## src/rtl/vergoto_mc_pkg.sv

```systemverilog
// Shared types and constants for the multi-channel branch/interrupt unit.
// Holds the instruction encoding, word type and fixed trap/IRQ addresses.
package vergoto_mc_pkg;

  typedef logic [31:0] word_t;

  typedef enum logic [2:0] {
    BR_EQ  = 3'd0,
    BR_NE  = 3'd1,
    BR_LT  = 3'd2,
    BR_GE  = 3'd3,
    BR_LTU = 3'd4,
    BR_GEU = 3'd5
  } branch_op_t;

  typedef struct packed {
    logic       is_jump;
    logic       is_mret;
    logic       is_trap;
    logic       is_branch;
    branch_op_t br_op;
  } instruction_t;

  localparam word_t       IRQ_ADDRESS  = 32'h0000_0200;
  localparam word_t       TRAP_ADDRESS = 32'h0000_0300;
  localparam logic [30:0] TRAP_CAUSE   = 31'd11;

endpackage

```

## src/rtl/vergoto_mc_branch_compare.sv

```systemverilog
// Branch condition evaluation: decides whether a conditional branch is taken.
module branch_compare
  import vergoto_mc_pkg::*;
(
  input  instruction_t instr,
  input  word_t        a,
  input  word_t        b,
  output logic         taken
);

  logic signed [31:0] a_s;
  logic signed [31:0] b_s;

  always_comb begin
    a_s   = a;
    b_s   = b;
    taken = 1'b0;
    if (instr.is_branch) begin
      case (instr.br_op)
        BR_EQ:   taken = (a == b);
        BR_NE:   taken = (a != b);
        BR_LT:   taken = (a_s < b_s);
        BR_GE:   taken = (a_s >= b_s);
        BR_LTU:  taken = (a < b);
        BR_GEU:  taken = (a >= b);
        default: taken = 1'b0;
      endcase
    end
  end

endmodule

```

## src/rtl/vergoto_mc.sv

```systemverilog
// Next-PC selection with prioritised, maskable multi-line interrupts.
// Owns exception state, MEPC, MCAUSE, the interrupt mask and pending bits.
module vergoto_mc
  import vergoto_mc_pkg::*;
#(
  parameter int unsigned          IRQ_COUNT = 4,
  parameter logic [IRQ_COUNT-1:0] IRQ_EDGE  = '0,
  parameter bit                   VECTORED  = 1'b0
) (
  input  logic                 clk,
  input  logic                 reset,
  input  logic                 enable,
  input  logic [IRQ_COUNT-1:0] irq,
  input  logic                 mask_we,
  input  logic [IRQ_COUNT-1:0] mask_wdata,
  input  instruction_t         instr,
  input  word_t                xs1,
  input  word_t                xs2,
  input  word_t                address,
  input  word_t                pc_incr,
  output word_t                pc_next,
  output logic                 will_jump,
  output logic [IRQ_COUNT-1:0] irq_ack,
  output word_t                mcause,
  output logic                 except_state
);

  function automatic logic [3:0] lowest_set(input logic [IRQ_COUNT-1:0] v);
    logic [3:0] r;
    r = '0;
    for (int i = IRQ_COUNT - 1; i >= 0; i--)
      if (v[i]) r = 4'(i);
    return r;
  endfunction

  logic                 except_q, except_d;
  word_t                mepc_q, mepc_d;
  word_t                mcause_q, mcause_d;
  logic [IRQ_COUNT-1:0] mask_q, mask_d;
  logic [IRQ_COUNT-1:0] pending_q, pending_d;
  logic [IRQ_COUNT-1:0] irq_prev_q;

  logic                 taken;
  word_t                pc_target;
  logic [IRQ_COUNT-1:0] eligible;
  logic                 accept;
  logic [3:0]           idx;
  word_t                irq_vector;

  branch_compare u_cmp (
    .instr (instr),
    .a     (xs1),
    .b     (xs2),
    .taken (taken)
  );

  always_comb begin
    if (instr.is_mret)
      pc_target = mepc_q;
    else if (instr.is_jump || taken)
      pc_target = address & 32'hFFFF_FFFC;
    else
      pc_target = pc_incr;

    eligible   = pending_q & mask_q;
    accept     = (|eligible) & ~except_q;
    idx        = lowest_set(eligible);
    irq_vector = VECTORED ? (IRQ_ADDRESS + {26'b0, idx, 2'b00}) : IRQ_ADDRESS;

    if (accept)
      pc_next = irq_vector;
    else if (instr.is_trap)
      pc_next = TRAP_ADDRESS;
    else
      pc_next = pc_target;

    for (int i = 0; i < IRQ_COUNT; i++)
      irq_ack[i] = accept & enable & (idx == 4'(i));

    will_jump = instr.is_mret | instr.is_jump | taken | accept | instr.is_trap;
  end

  always_comb begin
    except_d = except_q;
    mepc_d   = mepc_q;
    mcause_d = mcause_q;
    if (enable) begin
      if (instr.is_mret)
        except_d = 1'b0;
      else if (accept || instr.is_trap)
        except_d = 1'b1;
      if (accept || instr.is_trap)
        mepc_d = pc_target;
      if (accept)
        mcause_d = {1'b1, 27'b0, idx};
      else if (instr.is_trap)
        mcause_d = {1'b0, TRAP_CAUSE};
    end

    // Edge lines latch a rising edge until acknowledged; a new edge beats the clear.
    for (int i = 0; i < IRQ_COUNT; i++) begin
      if (IRQ_EDGE[i])
        pending_d[i] = (irq[i] & ~irq_prev_q[i]) | (pending_q[i] & ~irq_ack[i]);
      else
        pending_d[i] = irq[i];
    end

    mask_d = mask_we ? mask_wdata : mask_q;
  end

  always_ff @(posedge clk or posedge reset) begin
    if (reset) begin
      except_q   <= 1'b0;
      mepc_q     <= '0;
      mcause_q   <= '0;
      mask_q     <= '1;
      pending_q  <= '0;
      irq_prev_q <= '0;
    end else begin
      except_q   <= except_d;
      mepc_q     <= mepc_d;
      mcause_q   <= mcause_d;
      mask_q     <= mask_d;
      pending_q  <= pending_d;
      irq_prev_q <= irq;
    end
  end

  assign mcause       = mcause_q;
  assign except_state = except_q;

endmodule
```

## config.mk

```make
export PLATFORM = sky130hd
export DESIGN_NAME = vergoto_mc
export DESIGN_NICKNAME = d
export VERILOG_FILES = /design/src/rtl/vergoto_mc_pkg.sv /design/src/rtl/vergoto_mc_branch_compare.sv /design/src/rtl/vergoto_mc.sv
export SDC_FILE = /design/constraint.sdc
export NUM_CORES = 1
export LEC_CHECK = 0
export CAP_MARGIN = 30
export CORE_MARGIN = 5
export CORE_UTILIZATION = 42
export DETAILED_ROUTE_END_ITERATION = 10
export PLACE_DENSITY_LB_ADDON = 0.1
export SYNTH_ARGS = -nofsm -noshare
export SYNTH_HDL_FRONTEND = slang
export SYNTH_SLANG_ARGS = --single-unit
```

## constraint.sdc

```tcl
create_clock -name clk -period 4.7 [get_ports clk]
set_clock_uncertainty 0.2 [all_clocks]
set_input_delay 0.47 -clock clk [delete_from_list [all_inputs] [get_ports clk]]
set_output_delay 0.47 -clock clk [all_outputs]
set_load 0.03 [all_outputs]
```

# --- After elaboration in Yosys (flattened, before gate mapping) ---
# Cells that the tools add are included.
op_classes:
  add_sub_neg: 0
  multipliers: 0
  n_div: 0
  order_cmp: 4
  eq_ne: 10
  shift: 0
  mux: 14
  n_bitwise: 12
  n_reduce_logical: 10
ops:
  columns: ["cell", "count"]
  rows:
  - ["2-to-1 mux 32 bit", 6]
  - ["greater-or-equal comparator 32 bit", 2]
  - ["< comparator 32 bit", 2]
  - ["equality test 32 bit", 1]
  - ["!= test 32 bit", 1]
  - ["2-to-1 mux 4 bit", 3]
  - ["equality test 4 x 2 -> 1 bit, second input constant", 2]
  - ["AND 1 bit", 6]
  - ["equality test 3 x 2 -> 1 bit, second input constant", 2]
  - ["equality test 3 bit, second input constant", 2]
  - ["case mux 1 bit (6 select lines)", 1]
  - ["AND reduction 2 bit", 3]
  - ["AND 4 bit", 1]
  - ["equality test 4 x 1 -> 1 bit, second input constant", 1]
  - ["zero test 4 bit", 1]
  - ["OR 1 bit", 4]
  - ["nonzero test 2 bit", 2]
  - ["OR reduction 4 bit", 1]
  - ["equality test 3 x 1 -> 1 bit, second input constant", 1]
  - ["zero test 3 bit", 1]
  - ["2-to-1 mux 1 bit", 3]
  - ["logical OR 1 bit", 2]
  - ["2-to-1 mux 2 bit", 1]
  - ["inverter 1 bit", 1]
totals:
  reg_bits: 73
  latchBits: 0
  ram_bits: 0
  romBits: 0
  word_cells: 55
  mem_count: 0

# --- Logic depth before layout (Yosys ltp) ---
logic_depth:
  ltp_word: 8
  ltp_mapped: 12
  ltp_nobuf: 11

# --- Cells and area by module ---
# A second synthesis with hierarchy kept.
unflattened:
  cells_unflattened: 427
  area_unflattened_um2: 3817.4
modules_own_cells:
  columns: ["module", "n_inst", "cells_per_inst", "area_per_inst_um2", "seq_area_each_um2"]
  rows:
  - ["vergoto_mc", 1, 302, 2902.8, 1131.1]
  - ["branch_compare", 1, 125, 914.6, 0.0]

# --- Least setup slack after synthesis ---
# OpenSTA, ideal clock, no wires.
synth_timing:
  kind: "input to output"
  startpoint: "in xs2[14]"
  endpoint: "out pc_next[21]"
  arrival_ns: 3.331
  required_time_ns: 4.030
  path_slack_ns: 0.699
  cell_stages: 12
  cell_sequence: "inv_1 > ha_1 > a21oi_2 > nand2_1 > a221o_1 > o31a_1 > or3_1 > and3_4 > o31ai_4 > buf_6 > nand3_1 > a31oi_1"
synth_via:
  elab_chain_len: 8
  elab_cells_between_ends: 13
  cone_classes: "order compare (4); eq/ne (2); mux (6); reduce/logical (1)"
synth_rtl:
  columns: ["item", "line_no", "rtl"]
  rows:
  - ["start: declaration", "vergoto_mc.sv:18", "input word_t xs2,"]
  - ["greater-or-equal comparator 32 bit, or another cell as far along", "vergoto_mc_branch_compare.sv:25", "BR_GEU: taken = (a >= b);"]
  - ["case mux 1 bit (6 select lines) (*)", "vergoto_mc_branch_compare.sv:19", "case (instr.br_op)"]
  - ["2-to-1 mux 1 bit (*)", "vergoto_mc_branch_compare.sv:18", "if (instr.is_branch) begin"]
  - ["logical OR 1 bit (*)", "vergoto_mc.sv:60", "else if (instr.is_jump || taken)"]
  - ["2-to-1 mux 32 bit (*)", "vergoto_mc.sv:60", null]
  - ["2-to-1 mux 32 bit (*)", "vergoto_mc.sv:58", "if (instr.is_mret)"]
  - ["2-to-1 mux 32 bit (*)", "vergoto_mc.sv:72", "else if (instr.is_trap)"]
  - ["2-to-1 mux 32 bit (*)", "vergoto_mc.sv:70", "if (accept)"]
  - ["end: declaration", "vergoto_mc.sv:21", "output word_t pc_next,"]
# Every way passes the cells marked *; elsewhere a longest branch is shown, timed or not.

# --- Worst setup path after layout ---
layout_timing:
  startpoint: "in xs2[7]"
  endpoint: "out pc_next[21]"
# Same word-level chain as after synthesis.

==> run metrics <==
die height=around 100 um; GRT overflow=0; DR pass1 iterations=4; Ys Warns=0; combinational share of power=42.0%; pwr dens=about 260 nW/um^2; status=completed; P_leak=2.43 nW; worst slack, placed=181 ps; Setup-failing EPs final=0; Clock Sinks=45; RR Startpoint=mask_q[1]; first-pass GRT wire length=about 19,000 um; total CTS buffers=5; CP peak stage delay=~450 ps; antenna viol nets, final=0; Critical Path Fanout Max=25; non-filler cells, final=~760; detailed placement HPWL=roughly 9500 um; Detailed Route WL=11,900 um; CP bufs+invs=5; dominant cell type by count on the critical path=buf_4; Hold Path Class=input port to async pin; final instance area=~5700 um^2; crit path capture type=output port; Clk pwr share=between 20 and 25%; maximum number of pins on one net before global-route repair=46; IO Port Bufs=186; dpl cell area=between 5000 and 6000 um^2; Root Driver=clkbuf_8; number of antenna violations at the first check in global routing=0; hold_buf cts=0; Post-synth EDFFs=0; core footprint=8640 um^2; Worst Path Required=slightly above 4000 ps; Achievable Freq=approximately 0.22 GHz; worst hold margin=120 ps; dpl cells=about 750; Syn Std Cell Area=roughly 3700 um^2; DR WL/cell=~16 um; DRC=0; Final Cycle Share=95.8%; Total Routing Usage GR=approximately a fifth; Initial Util=between 40 and 50%; crit path cell chain=clkdlybuf4s50_1 -> inv_1 -> ha_1 -> a21oi_1 -> o21ai_0 -> a221o_1 -> o31a_1 -> nor2_1 -> mux2i_1 -> buf_4 -> o31ai_4 -> buf_12 -> nand3_1 -> a31oi_1 -> buf_4; post-synthesis cell count=between 400 and 500; top-area cell type share of the netlist area=27.8%; DR vias=4,041; sequential cell area=between 1000 and 1500 um^2; # fillers=769; syn_area_per_cell=just under 8 um^2; top cells by area, synth=dfrtp_1 (28%), ha_1 (11%), a31oi_1 (10%); clk_lat worst skew=approximately 300 ps; RSZ-0062 raised after global routing=false; vias in the first global route=around 4,000; Die X=104 um; switching pwr=between 0.5 and 0.6 mW; post-synth cell types=43; VDD IR-drop max=0.196 mV; Fin. Hold Viols=0; CP top delay family=compound AO/OA/AOI/OAI gates; final net count=slightly above 800; commonest non-fill, non-tap cell in the layout=clkdlybuf4s50_1; GPL Wtd Cong=0.801; CTS tree=built; CP startpoint=xs2[7]; area delta synth->final=53.1%; CP max-delay cell=clkdlybuf4s50_1; most frequent cells in the layout=clkdlybuf4s50_1 (154), o21ai_0 (66), a31oi_1 (61), dfrtp_1 (41); routed vias/inst=about 5.3; ys async rst share=100%; final setup TNS=0 ps; H-tree depth=2; max-cap violation count=0; #FFs+latches synth=45; DRT iter0 DRCs=144; crit start category=input port; die footprint=about 11,000 um^2; Setup Buffers After CTS=0; post-synthesis sequential area ratio=between 30% and 40%; Worst Setup Path Type=input port to output port; post-cts resize count=0; measured slew at the worst slew-check pin=between 600 and 700 ps; Slew Limit Fails=0; Flop pwr share=between 30 and 40%; worst setup margin=between 150 and 200 ps; Primary FF master, synth=dfrtp_1; I/O Pins=between 200 and 250; Synth area leader=dfrtp_1; Pint=around 0.96 mW; num rows=34; deepest clock path buffer count=2; fin crit period=between 4000 and 5000 ps; footprint of the multi-input gates=roughly 2200 um^2; Slew headroom=a little under three fifths; CP Data Arrival Time=about 3800 ps; ratio of cells with drive above 1 in the final layout=11.4%; Sw Share=35.0%; CTS clk-pin slew, worst paths=100 ps
-- metrics by stage --
stage          utilization [%]  power [mW]
6_report                  65.4        1.48
5_1_grt                   65.4        1.57
4_1_cts                   65.0        1.48
3_5_place_dp              63.4        1.12
3_3_place_gp              63.3        1.10
2_1_floorplan                -       0.872
-- cells in the mapped netlist (2+ instances only) --
cell       n
o31ai_1    2
nor3_1     6
nand3_1   36
dfrtp_1   41
nand2_1   21
a21oi_1   17
nand4_1   12
a21o_1     2
buf_6      3
nand3_2    5
buf_4     29
o21ai_0   66
nor2b_1    2
nor4_1     2
ha_1      32
dfstp_2    4
clkbuf_1  23
a211oi_1   2
inv_1     37
mux2_2     4
a31oi_1   61
mux2i_1    2
nor2_1    42
o211ai_1   2
-- per-layer routing --
layer / share of wire, % / vias up / global-route usage (%)
met3: 6.9 / 20 / 4.60
met4: 2.2 / 0 / 6.11
li1: - / 2013 / -
met2: 50 / 148 / 37.0
met5: 0 / - / 0
met1: 41 / 1860 / 26.3
-- kinds of logic after synthesis --
| family | Yosys count | share of synthesized area (%) |
|---|---|---|
| compound gates | 161 | 25.8 |
| simple gates | 132 | 17.4 |
| buf+inv | 95 | 13.5 |
| flops | 45 | 30.6 |
| fa+ha+maj | 32 | 10.8 |
| mux | 6 | 1.76 |
| other cells | 1 | 0.102 |
-- final timing paths --
kind                            slack (ps)  cells past startpoint           end
worst max-delay path                   200                     15   pc_next[21]
worst min-delay path                   120                      2  pending_q[0]
worst max register to register        1430                      9     mepc_q[7]
worst min register to register         310                      2     mcause[0]
max in group asynchronous             3720                      3     mask_q[2]
min in group clk                       310                      2     mcause[0]
-- layout make-up --
type                    instances  area share, %
diodes                          1         0.0443
clock inverters                 3           1.22
repair buffers                198           33.9
well taps                     108           2.39
inverters                      38           2.52
flip-flops and latches         45           20.0
multi-input cells             359           38.7
clock buffers                   5           1.22
-- state kept, by name, summed over array words and instances, names as in the netlist --
register / flops
mask_q: 4
mcause: 4
except_state: 1
mepc_q: 32
pending_q: 4
-- power groups by stage --
| stage | combinational [mW] | sequential (mW) | clock (mW) |
|---|---|---|---|
| floorplan | 0.358 | 0.514 | 0 |
| global placement | 0.601 | 0.501 | 0 |
| detailed placement | 0.616 | 0.505 | 0 |
| CTS | 0.618 | 0.498 | 0.360 |
| global route | 0.677 | 0.509 | 0.385 |
| finish | 0.619 | 0.498 | 0.358 |
Note: power is estimated with default switching activity, not from simulation.
